[config.mk]
export PLATFORM = sky130hd
export DESIGN_NAME = tdm_mux_8x1
export DESIGN_NICKNAME = d
export VERILOG_FILES = /design/src/rtl/tdm_mux_8x1.sv
export SDC_FILE = /design/constraint.sdc
export NUM_CORES = 1
export LEC_CHECK = 0
export CORE_AREA = 2 2 50 52
export DETAILED_ROUTE_END_ITERATION = 8
export DIE_AREA = 0 0 52 54
export PLACE_DENSITY_LB_ADDON = 0.25
export SYNTH_ARGS = -nofsm -noshare
export SYNTH_HDL_FRONTEND = slang
export SYNTH_SLANG_ARGS = --single-unit
[constraint.sdc]
create_clock -name clk -period 4.08 [get_ports clk]
set_clock_uncertainty 0.2 [all_clocks]
set_input_delay 0.816 -clock clk [delete_from_list [all_inputs] [get_ports clk]]
set_output_delay 0.816 -clock clk [all_outputs]
set_load 0.005 [all_outputs]
[src/rtl/tdm_mux_8x1.sv]
// tdm_mux_8x1 -- 8-to-1 time-division multiplexer.
// A load captures eight channel bits into a shadow register. The bits are then
// serialized in ascending slot order, and each slot is held for HOLD cycles.
// The slot index drives the select pins of a downstream 1x8 demux. Every
// output is a flop, so the next-cycle output values are decoded from the
// next-state values.
// Legal range for HOLD is 1..16 (4-bit hold counter).

module tdm_mux_8x1 #(
  parameter int HOLD = 1
) (
  input  logic clk,
  input  logic rst_n,
  input  logic in0,
  input  logic in1,
  input  logic in2,
  input  logic in3,
  input  logic in4,
  input  logic in5,
  input  logic in6,
  input  logic in7,
  input  logic load,
  output logic ready,
  output logic out,
  output logic sel2,
  output logic sel1,
  output logic sel0,
  output logic valid,
  output logic frame_done
);

  typedef enum logic {
    IDLE = 1'b0,
    SEND = 1'b1
  } state_t;

  localparam logic [3:0] HOLD_LAST = 4'(HOLD - 1);

  state_t     state_q, state_d;
  logic [7:0] shadow_q, shadow_d;
  logic [2:0] slot_q, slot_d;
  logic [3:0] hold_q, hold_d;

  logic [7:0] in_bus;
  logic       accept;
  logic       last_hold;
  logic       last_slot;

  logic       out_d;
  logic       valid_d;
  logic       frame_done_d;
  logic       ready_d;
  logic [2:0] sel_q, sel_d;

  assign in_bus    = {in7, in6, in5, in4, in3, in2, in1, in0};
  // ready is high only in IDLE or on the last frame cycle, so gating load
  // with it is the complete acceptance rule in both states.
  assign accept    = load & ready;
  assign last_hold = (hold_q == HOLD_LAST);
  assign last_slot = (slot_q == 3'd7);

  // Next-state logic: hold counter, slot advance, frame end / back-to-back reload.
  always_comb begin
    state_d  = state_q;
    shadow_d = shadow_q;
    slot_d   = slot_q;
    hold_d   = hold_q;
    case (state_q)
      IDLE: begin
        if (accept) begin
          state_d  = SEND;
          shadow_d = in_bus;
          slot_d   = 3'd0;
          hold_d   = 4'd0;
        end
      end
      SEND: begin
        if (!last_hold) begin
          hold_d = hold_q + 4'd1;
        end else if (!last_slot) begin
          slot_d = slot_q + 3'd1;
          hold_d = 4'd0;
        end else if (accept) begin
          shadow_d = in_bus;
          slot_d   = 3'd0;
          hold_d   = 4'd0;
        end else begin
          state_d = IDLE;
          slot_d  = 3'd0;
          hold_d  = 4'd0;
        end
      end
      default: begin
        state_d = IDLE;
        slot_d  = 3'd0;
        hold_d  = 4'd0;
      end
    endcase
  end

  // Output decode from next-state values, so the registered outputs line up with the state.
  always_comb begin
    valid_d      = (state_d == SEND);
    sel_d        = valid_d ? slot_d : 3'd0;
    out_d        = valid_d & shadow_d[slot_d];
    frame_done_d = valid_d && (slot_d == 3'd7) && (hold_d == HOLD_LAST);
    ready_d      = !valid_d || frame_done_d;
  end

  // State register; reset aborts any frame immediately.
  always_ff @(posedge clk or negedge rst_n) begin
    if (!rst_n) begin
      state_q  <= IDLE;
      shadow_q <= 8'd0;
      slot_q   <= 3'd0;
      hold_q   <= 4'd0;
    end else begin
      state_q  <= state_d;
      shadow_q <= shadow_d;
      slot_q   <= slot_d;
      hold_q   <= hold_d;
    end
  end

  // Output registers; the reset values present an idle, ready interface.
  always_ff @(posedge clk or negedge rst_n) begin
    if (!rst_n) begin
      out        <= 1'b0;
      sel_q      <= 3'd0;
      valid      <= 1'b0;
      frame_done <= 1'b0;
      ready      <= 1'b1;
    end else begin
      out        <= out_d;
      sel_q      <= sel_d;
      valid      <= valid_d;
      frame_done <= frame_done_d;
      ready      <= ready_d;
    end
  end

  assign sel2 = sel_q[2];
  assign sel1 = sel_q[1];
  assign sel0 = sel_q[0];

endmodule
==> flow_metrics.py, run 1 <==
metrics = {
    "synth": {
        "synth_area_leaders": "sky130_fd_sc_hd__dfrtp_1 (44%), sky130_fd_sc_hd__nand2_1 (12%), sky130_fd_sc_hd__ha_1 (4.2%)",
        "netlist_area_um2": 1190,
        "syn-num-nets": 141,
        "yosysTopAreaCellShare_pct": 44.2,
        "ys_seq_elements": 22,
        "synth-seq-area-share_pct": 46.4,
        "yosys_warnings": 0,
        "post-synth-top-area-cell": "sky130_fd_sc_hd__dfrtp_1",
        "postSynthAreaPerCell_um2": 9.43,
        "synth.distinct_cells": 35,
        "synthCells": 126,
    },
    "floorplanning": {
        "core.rowCount": 18,
        "io-pin-count": 18,
        "design.die.area_um2": 2810,
        "chipHeight_um": 54,
        "die_w_um": 52,
        "core_um2": 2320,
        "initial_core_util_pct": 51.2,
    },
    "clock_tree": {
        "cts.root.buffer_cell": "sky130_fd_sc_hd__clkbuf_4",
        "cts_hold_buf": 0,
        "cts.reportedPaths.clkPinSlew_ps": 130,
        "cts_buffers": 3,
        "cts-resized-gates": 0,
        "number_of_buffers_on_the_longest_clock_path": 2,
        "worstSkewPairLatency_ps": 310,
        "post_cts.repair.setup_buffers": 0,
        "numClockSinks": 22,
        "ctsHtreeMaxLevel": 1,
        "cts_tree": "done",
    },
    "drt": {
        "antenna_left": 0,
        "top_signal_layer_used": "met4",
        "detailroute.via_count": 973,
        "finalWirelength_um": 2400,
        "vias_per_std_cell": 5.62,
        "wl_per_cell_um": 13.8,
        "met2RoutedLength_um": 1180,
        "met3WireLength_um": 58,
        "drt_first_iter_violations": 9,
        "dr.pass1.iters": 4,
        "drcViolationCount": 0,
        "met1Wirelength_um": 1100,
    },
    "worst_setup_path": {
        "slowest_stage": "sky130_fd_sc_hd__or4bb_2",
        "criticalPathCategory": "reg2reg",
        "timing.rr.end": "out$_DFF_PN0_",
        "reg2reg_from": "hold_q[0]$_DFF_PN0_",
        "required_ps": 4080,
        "element_type_at_the_critical_path_start": "flop",
        "worstRegToRegCells": 8,
        "worst-path-buf-inv": 1,
        "path_delay_family": "simple AND/OR/NAND/NOR gates",
        "max_fanout_on_critical_path": 13,
        "register_to_register_setup_slack_ps": 880,
        "critPathMaxStageDelay_ps": 670,
        "critPathArrivalTime_ps": 3200,
        "crit_path_end_kind": "flop",
        "crit_chain": "inv_1 -> ha_1 -> or4bb_2 -> nand2_1 -> nand3_1 -> o21bai_1 -> a21oi_1 -> or4_1",
    },
    "sta": {
        "timing.setup.tns_ps": 0,
        "rsz0062_at_grt": "no",
        "finalMaxSlewViolations": 0,
        "timing_worst_slew_pin_value_ps": 992,
        "finalSetupViolCount": 0,
        "post-route-period-util_pct": 78.5,
        "worst_slack_ps": 875,
        "clock.fmax_mhz": 312,
        "final_hold_viol_count": 0,
        "post-route-min-period_ps": 3200,
        "slew-limit-headroom_pct": 33.6,
    },
    "pwr": {
        "pwr-share-seq_pct": 37.6,
        "power.switching_uw": 365,
        "switching_share_pct": 36.7,
        "internal_power_uw": 631,
        "power_uw": 997,
        "power.density_cell_area_nw_per_um2": 711,
        "clock_power_share_pct": 16.9,
        "pwr-share-comb_pct": 45.6,
        "p_leak_nw": 0.702,
        "ir_drop_uv": 433,
    },
    "hold_path": {
        "min_delay_path_depth": 2,
        "holdCritStartpoint": "shadow_q[2]$_DFF_PN0_",
        "min-delay-path-class": "reg2reg",
        "hold_end": "shadow_q[2]$_DFF_PN0_",
    },
    "cells_and_area": {
        "drive_gt1_share_pct": 9.79,
        "nFillCells": 205,
        "final_net_count": 159,
        "layout-area-overhead-vs-synth_pct": 17.9,
        "multi_input_comb_area_um2": 567,
        "final_area_um2": 1400,
        "n_antenna_cell": 0,
        "final-seq-area_um2": 552,
    },
    "placed_design": {
        "gp_congestion": 0.847,
        "placement.cell_area_um2": 1350,
        "port-buffer-count": 17,
        "detailed_place_hpwl_um": 1740,
        "place_ws_ps": 768,
    },
    "global_routing": {
        "grt_pass1_wl_um": 4100,
        "grt_max_degree": 23,
        "grt.overflow.total": 0,
        "global_route.usage.total_pct": 20.1,
        "grt_pass1_vias": 929,
        "antenna_violations_before_repair": 0,
    },
    "run_status": {
        "status": "finished clean",
    },
    "job": {
        "drv.max_cap_violation_count": 0,
    },
}
synthesized netlist by cell type:
cell type                   n
sky130_fd_sc_hd__nand2_1   37
sky130_fd_sc_hd__dfrtp_1   21
sky130_fd_sc_hd__a21oi_1    8
sky130_fd_sc_hd__inv_1      5
sky130_fd_sc_hd__nor2_1     5
sky130_fd_sc_hd__a21o_1     4
sky130_fd_sc_hd__ha_1       4
sky130_fd_sc_hd__mux2i_1    4
sky130_fd_sc_hd__nand3_1    4
sky130_fd_sc_hd__buf_6      3
sky130_fd_sc_hd__nor3_1     3
sky130_fd_sc_hd__a22oi_1    2
sky130_fd_sc_hd__a31oi_1    2
sky130_fd_sc_hd__o21ai_0    2
sky130_fd_sc_hd__o21bai_1   2
sky130_fd_sc_hd__a211o_2    1
sky130_fd_sc_hd__a21bo_2    1
sky130_fd_sc_hd__a21boi_4   1
sky130_fd_sc_hd__a21oi_2    1
sky130_fd_sc_hd__a221oi_1   1
sky130_fd_sc_hd__a22o_2     1
sky130_fd_sc_hd__a41o_1     1
sky130_fd_sc_hd__and3_1     1
sky130_fd_sc_hd__and4bb_2   1
sky130_fd_sc_hd__clkbuf_8   1
sky130_fd_sc_hd__dfstp_2    1
sky130_fd_sc_hd__inv_2      1
sky130_fd_sc_hd__nor3b_1    1
sky130_fd_sc_hd__o211ai_1   1
sky130_fd_sc_hd__o22ai_1    1
sky130_fd_sc_hd__o32ai_1    1
sky130_fd_sc_hd__or3_2      1
sky130_fd_sc_hd__or3b_1     1
sky130_fd_sc_hd__or4_1      1
sky130_fd_sc_hd__or4bb_2    1
flip-flops by register name (all words and copies together) (netlist names):
register    flops
shadow_q        8
valid           1
sel_q           3
out             1
hold_q          4
slot_q          3
frame_done      1
ready           1
final cells by class:
class,count,share of cell area [%]
clock inverters,1,2.14
clock buffers,3,1.61
flip-flops and latches,22,39.4
inverters,6,1.61
multi-input cells,94,40.4
repair buffers,17,12.1
well taps,30,2.68
per-stage QoR:
stage / util, % / hold WS (ps) / instances
after floorplan: - / 244 / 126
final: 60.4 / 294 / 173
after global placement: 58.1 / 264 / 169
after global routing: 60.4 / 323 / 173
after CTS: 60.4 / 297 / 173
after detailed placement: 58.1 / 267 / 169
kinds of logic (layout without fill, tap and decap cells):
| family | Yosys count | in the layout | share of synthesized area [%] |
|---|---|---|---|
| AO/OA/AOI/OAI | 30 | 30 | 18.6 |
| buffers and inverters | 10 | 27 | 5.89 |
| adder cells (fa/ha/maj) | 4 | 4 | 4.21 |
| multiplexers | 4 | 4 | 3.37 |
| AND/OR/NAND/NOR | 56 | 56 | 21.5 |
| flip-flops | 22 | 22 | 46.4 |
layout by cell type (no fill, tap or decap), drive strengths merged, types with 2 or more instances in the layout:
cell,Yosys,routed
clkbuf,1,3
inv,6,6
a21o,4,4
nor2,5,5
clkdlybuf4s50,0,17
o21bai,2,2
nand2,37,37
a22oi,2,2
ha,4,4
mux2i,4,4
nor3,3,3
a31oi,2,2
o21ai,2,2
nand3,4,4
dfrtp,21,21
a21oi,9,9
per-layer routing:
| metal | global-route usage (%) | up-vias |
|---|---|---|
| met5 | 0 | - |
| met4 | 9.65 | 0 |
| met3 | 3.33 | 6 |
| met2 | 34.2 | 18 |
| met1 | 24.9 | 472 |
| li1 | - | 477 |
how the worst max path moves through the flow:
stage | end | slack [ps] | from | depth (start not counted)
after floorplan | out$_DFF_PN0_ | 1470 | hold_q[0]$_DFF_PN0_ | 10
after global placement | out$_DFF_PN0_ | 880 | load | 8
after detailed placement | out$_DFF_PN0_ | 770 | load | 8
after CTS | out$_DFF_PN0_ | 900 | hold_q[0]$_DFF_PN0_ | 8
after global routing | out$_DFF_PN0_ | 700 | hold_q[0]$_DFF_PN0_ | 8
final | out$_DFF_PN0_ | 880 | hold_q[0]$_DFF_PN0_ | 8
worst reg2reg max path, stage by stage, from the launching register on:
cell and delay, ps:
sky130_fd_sc_hd__dfrtp_1 490, sky130_fd_sc_hd__inv_1 100, sky130_fd_sc_hd__ha_1 220, sky130_fd_sc_hd__or4bb_2 670, sky130_fd_sc_hd__nand2_1 160, sky130_fd_sc_hd__nand3_1 380
sky130_fd_sc_hd__o21bai_1 270, sky130_fd_sc_hd__a21oi_1 90, sky130_fd_sc_hd__or4_1 530
power groups by stage:
stage                     registers (mW)  logic, mW  clock network (mW)
after floorplan                    0.358      0.330                   0
after global placement             0.377      0.445                   0
after detailed placement           0.377      0.455                   0
after CTS                          0.373      0.458               0.170
after global routing               0.384      0.512               0.178
final                              0.374      0.454               0.168
(Power assumes the default switching activity.)
==> inputs of run 2 (changes only) <==
- CORE_AREA: 2 2 50 52 -> 2 2 54 56
- DIE_AREA: 0 0 52 54 -> 0 0 56 58
- clock period: 4.08 -> 2.7 ns (I/O delays scaled with it)
==> run 2 against run 1 <==
Against the previous run:
- die area increased by 16%
- utilization down 2.0 points
- cell area is 11% higher
- first-iteration DRC count rose to 3.6 times the previous value
- sequential power increased by 52%
- register-to-register slack worse by 790 ps
- largest cell class unchanged
- highest routed layer unchanged
==> flow_metrics.py, run 2 (synthesis gave the netlist of run 1 again) <==
metrics = {
    "worst_setup_path": {
        "reg2reg_from": "hold_q[0]$_DFF_PN0_",
        "element_type_at_the_critical_path_start": "flop",
        "critPathArrivalTime_ps": 2610,
        "crit_path_end_kind": "flop",
        "criticalPathCategory": "reg2reg",
        "timing.rr.end": "out$_DFF_PN0_",
        "worstRegToRegCells": 9,
        "max_fanout_on_critical_path": 5,
        "required_ps": 2700,
        "register_to_register_setup_slack_ps": 90,
    },
    "sta": {
        "slew-limit-headroom_pct": 59.1,
        "worst_slack_ps": 89.9,
        "finalMaxSlewViolations": 0,
        "post-route-period-util_pct": 96.7,
        "final_hold_viol_count": 0,
        "clock.fmax_mhz": 383,
        "finalSetupViolCount": 0,
        "timing_worst_slew_pin_value_ps": 611,
        "timing.setup.tns_ps": 0,
        "post-route-min-period_ps": 2610,
    },
    "placed_design": {
        "place_ws_ps": -34.1,
        "gp_congestion": 0.887,
        "port-buffer-count": 17,
        "detailed_place_hpwl_um": 2120,
    },
    "drt": {
        "vias_per_std_cell": 5.48,
        "drcViolationCount": 0,
        "finalWirelength_um": 2890,
        "detailroute.via_count": 1068,
        "dr.pass1.iters": 4,
        "wl_per_cell_um": 14.8,
        "drt_first_iter_violations": 32,
        "antenna_left": 0,
    },
    "global_routing": {
        "grt_pass1_wl_um": 4630,
        "grt.overflow.total": 0,
        "global_route.usage.total_pct": 18.6,
        "grt_max_degree": 15,
        "antenna_violations_before_repair": 0,
        "grt_pass1_vias": 1034,
    },
    "floorplanning": {
        "core_um2": 2660,
        "io-pin-count": 18,
        "design.die.area_um2": 3250,
        "chipHeight_um": 58,
        "initial_core_util_pct": 44.6,
        "core.rowCount": 19,
        "die_w_um": 56,
    },
    "job": {
        "drv.max_cap_violation_count": 0,
    },
    "hold_path": {
        "min_delay_path_depth": 2,
        "hold_end": "shadow_q[1]$_DFF_PN0_",
        "holdCritStartpoint": "shadow_q[1]$_DFF_PN0_",
        "min-delay-path-class": "reg2reg",
    },
    "cells_and_area": {
        "largest_register": "shadow_q",
        "layout-area-overhead-vs-synth_pct": 30.9,
        "mostFrequentLayoutCell": "sky130_fd_sc_hd__nand2_1",
        "number_of_flip_flops_in_the_largest_register": 8,
        "final_net_count": 180,
        "largestRegisters": "shadow_q x8, hold_q x4",
        "most-common-layout-cells": "sky130_fd_sc_hd__nand2_1 (36), sky130_fd_sc_hd__dfrtp_1 (21), sky130_fd_sc_hd__buf_4 (21), sky130_fd_sc_hd__clkdlybuf4s50_1 (17), sky130_fd_sc_hd__a21oi_1 (8)",
        "drive_gt1_share_pct": 23.2,
        "n_antenna_cell": 0,
        "nFillCells": 250,
    },
    "clock_tree": {
        "numClockSinks": 22,
        "cts.reportedPaths.clkPinSlew_ps": 130,
        "ctsHtreeMaxLevel": 1,
        "cts.root.buffer_cell": "sky130_fd_sc_hd__clkbuf_4",
        "number_of_buffers_on_the_longest_clock_path": 2,
        "cts_tree": "done",
        "worstSkewPairLatency_ps": 310,
        "cts_hold_buf": 0,
        "cts_buffers": 3,
    },
    "pwr": {
        "power.density_cell_area_nw_per_um2": 1020,
        "switching_share_pct": 38.8,
        "internal_power_uw": 971,
        "p_leak_nw": 0.786,
        "pwr-share-seq_pct": 35.7,
        "pwr-share-comb_pct": 53.9,
        "clock_power_share_pct": 10.4,
        "power.switching_uw": 615,
        "ir_drop_uv": 738,
    },
    "run_status": {
        "status": "finished clean",
    },
}
==> run 2: final cells by class <==
| type | instances | area [um2] | area share, % |
|---|---|---|---|
| repair buffers | 38 | 328 | 21.1 |
| flip-flops and latches | 22 | 552 | 35.5 |
| inverters | 6 | 22.5 | 1.45 |
| multi-input cells | 94 | 589 | 37.9 |
| well taps | 31 | 38.8 | 2.49 |
| clock buffers | 4 | 26.3 | 1.69 |
==> run 2: critical path, stage by stage (launching register included) <==
cell and delay (ps):
sky130_fd_sc_hd__dfrtp_1 400, sky130_fd_sc_hd__inv_1 60, sky130_fd_sc_hd__ha_2 170, sky130_fd_sc_hd__or3b_4 410
sky130_fd_sc_hd__a21o_1 240, sky130_fd_sc_hd__a21boi_4 210, sky130_fd_sc_hd__inv_2 90, sky130_fd_sc_hd__mux2i_1 160
sky130_fd_sc_hd__nor3_1 50, sky130_fd_sc_hd__or4_1 500
==> run 2: how the worst max path moves through the flow <==
stage,start,endpoint,cells past startpoint
finish,hold_q[0]$_DFF_PN0_,out$_DFF_PN0_,9
global route,slot_q[1]$_DFF_PN0_,out$_DFF_PN0_,10
CTS,slot_q[1]$_DFF_PN0_,out$_DFF_PN0_,8
detailed placement,load,out$_DFF_PN0_,8
global placement,load,out$_DFF_PN0_,8
floorplan,hold_q[0]$_DFF_PN0_,out$_DFF_PN0_,10
==> run 2: power by group through the flow <==
stage	Sequential (mW)	Clock, mW	Combinational, mW
CTS	0.562	0.167	0.818
finish	0.567	0.165	0.855
floorplan	0.542	0	0.499
global placement	0.568	0	0.786
global route	0.583	0.181	0.933
detailed placement	0.569	0	0.812
==> run 2: layer usage <==
layer  routed length [um]  part of all wire (%)  vias to the layer above  track usage, %
met3                  116                   4.0                        4            2.46
met1                 1280                    44                      508            23.2
li1                     -                     -                      516               -
met5                    0                     0                        -               0
met4                   40                   1.4                        0            9.86
met2                 1450                    50                       40            31.8
==> run 2: repair_timing <==
item / CTS / global route
setup endpoints to repair: 1 / 1
pin swaps: 0 / 3
resized for setup: 2 / 4
buffers inserted: 0 / 3
==> run 2: stage by stage <==
stage               instances  util (%)  instance area [um2]  power [mW]  hold WS (ps)
finish                    195      58.5                 1560        1.59           292
global placement          188      55.8                 1490        1.35           264
global route              195      58.5                 1560        1.70           327
detailed placement        188      55.8                 1490        1.38           264
CTS                       192      57.0                 1520        1.55           294
floorplan                 126         -                 1190        1.04          44.4
==> inputs of run 3 (changes only) <==
- PLACE_DENSITY: unset -> 0.72
- PLACE_DENSITY_LB_ADDON: 0.25 -> unset
==> run 3 against run 2 <==
Against the previous run:
- sequential cell count stayed put
- utilization up 1.1 points
- worst hold slack worse by 6.6 ps
- critical path depth is the same
- via count increased by 0.94%
- first-iteration DRC count shrank 34%
- largest power group unchanged
- global-route usage fell by 1.0 points
- maximum frequency increased by 0.95%
- setup slack better by 25 ps
- critical path type unchanged
==> flow_metrics.py, run 3 (synthesis gave the netlist of run 1 again) <==
metrics = {
    "sta": {
        "clock.fmax_mhz": 387,
        "timing.setup.tns_ps": 0,
        "post-route-min-period_ps": 2590,
        "timing_worst_slew_pin_value_ps": 450,
        "worst_slack_ps": 115,
        "finalMaxSlewViolations": 0,
        "post-route-period-util_pct": 95.8,
        "final_hold_viol_count": 0,
        "slew-limit-headroom_pct": 69.9,
        "finalSetupViolCount": 0,
    },
    "placed_design": {
        "gp_congestion": 0.822,
        "port-buffer-count": 17,
        "place_ws_ps": -32.8,
        "detailed_place_hpwl_um": 2040,
    },
    "clock_tree": {
        "cts.reportedPaths.clkPinSlew_ps": 110,
        "cts.root.buffer_cell": "sky130_fd_sc_hd__clkbuf_4",
        "worstSkewPairLatency_ps": 310,
        "numClockSinks": 22,
        "cts_buffers": 3,
        "ctsHtreeMaxLevel": 1,
        "number_of_buffers_on_the_longest_clock_path": 2,
        "cts_tree": "done",
    },
    "cells_and_area": {
        "layout-area-overhead-vs-synth_pct": 33.5,
        "most-common-layout-cells": "sky130_fd_sc_hd__nand2_1 (36), sky130_fd_sc_hd__buf_4 (22), sky130_fd_sc_hd__dfrtp_1 (21), sky130_fd_sc_hd__clkdlybuf4s50_1 (17), sky130_fd_sc_hd__a21oi_1 (8)",
        "n_antenna_cell": 0,
        "drive_gt1_share_pct": 26.1,
        "mostFrequentLayoutCell": "sky130_fd_sc_hd__nand2_1",
        "largest_register": "shadow_q",
        "final_util_pct": 59.6,
        "largestRegisters": "shadow_q x8, hold_q x4",
        "final_net_count": 181,
        "number_of_flip_flops_in_the_largest_register": 8,
    },
    "pwr": {
        "power.density_cell_area_nw_per_um2": 1030,
        "ir_drop_uv": 604,
        "power_mw": 1.63,
        "p_leak_nw": 0.805,
    },
    "floorplanning": {
        "core.rowCount": 19,
        "initial_core_util_pct": 44.6,
        "io-pin-count": 18,
        "design.die.area_um2": 3250,
        "core_um2": 2660,
        "chipHeight_um": 58,
        "die_w_um": 56,
    },
    "drt": {
        "finalWirelength_um": 2680,
        "drcViolationCount": 0,
        "antenna_left": 0,
        "wl_per_cell_um": 13.7,
        "drt_first_iter_violations": 21,
        "dr.pass1.iters": 4,
        "vias_per_std_cell": 5.50,
        "detailroute.via_count": 1078,
    },
    "global_routing": {
        "antenna_violations_before_repair": 0,
        "grt_pass1_vias": 1012,
        "grt_max_degree": 14,
        "global_route.usage.total_pct": 17.6,
        "grt.overflow.total": 0,
        "grt_pass1_wl_um": 4490,
    },
    "hold_path": {
        "min-delay-path-class": "reg2reg",
    },
    "job": {
        "drv.max_cap_violation_count": 0,
    },
    "run_status": {
        "status": "finished clean",
    },
    "worst_setup_path": {
        "critPathArrivalTime_ps": 2570,
        "crit_path_end_kind": "flop",
        "criticalPathCategory": "reg2reg",
        "register_to_register_setup_slack_ps": 110,
        "element_type_at_the_critical_path_start": "flop",
        "max_fanout_on_critical_path": 4,
        "required_ps": 2680,
    },
}
==> run 3: where the power goes <==
group | switching (mW) | internal, mW | total, mW
clock | 0.0954 | 0.0823 | 0.178
sequential | 0.0825 | 0.461 | 0.543
combinational | 0.433 | 0.480 | 0.913
==> run 3: layout make-up <==
type / count / area, um2
well taps: 31 / 38.8
flip-flops and latches: 22 / 552
inverters: 6 / 22.5
clock buffers: 4 / 36.3
fillers: 238 / 1080
repair buffers: 39 / 335
multi-input cells: 94 / 602
==> run 3: worst paths after layout <==
| path | start | end | cells past startpoint |
|---|---|---|---|
| setup / recovery | hold_q[0]$_DFF_PN0_ | out$_DFF_PN0_ | 9 |
| hold / removal | shadow_q[7]$_DFF_PN0_ | shadow_q[7]$_DFF_PN0_ | 2 |
| setup reg to reg | hold_q[0]$_DFF_PN0_ | out$_DFF_PN0_ | 9 |
| hold reg to reg | shadow_q[7]$_DFF_PN0_ | shadow_q[7]$_DFF_PN0_ | 2 |
| max in group asynchronous | rst_n | shadow_q[4]$_DFF_PN0_ | 2 |
| min in group asynchronous | rst_n | hold_q[2]$_DFF_PN0_ | 1 |
==> run 3: timing repair <==
item                                    4_1_cts  5_1_grt
buffers inserted                              0        5
endpoints found under the setup margin        1        1
pin swaps                                     0        4
cloned                                        0        0
endpoints found under the hold margin         0        0
resized for setup                             1        9
hold buffers                                  0        0
==> run 3: stage by stage <==
stage	hold slack (ps)	cells	area, um2
after global routing	324	196	1590
after CTS	291	191	1520
after detailed placement	262	187	1480
final	285	196	1590
after global placement	257	187	1480
after floorplan	44.4	126	1190
==> run 3: worst max-delay path, cell delays in order, from the launching register on <==
cell                       delay [ps]
sky130_fd_sc_hd__dfrtp_1          400
sky130_fd_sc_hd__inv_1             90
sky130_fd_sc_hd__ha_4             140
sky130_fd_sc_hd__or3b_4           410
sky130_fd_sc_hd__a21o_1           210
sky130_fd_sc_hd__a21boi_4         220
sky130_fd_sc_hd__inv_2             90
sky130_fd_sc_hd__mux2i_1          160
sky130_fd_sc_hd__nor3_1            50
sky130_fd_sc_hd__or4_1            490
==> run 3: layer usage <==
layer,vias up,part of all wire (%),wire length (um),track usage [%]
met5,-,0,0,0
met4,0,0.34,9,5.10
met3,2,5.4,144,2.68
met2,35,52,1400,32.4
met1,522,42,1130,21.5
li1,519,-,-,-
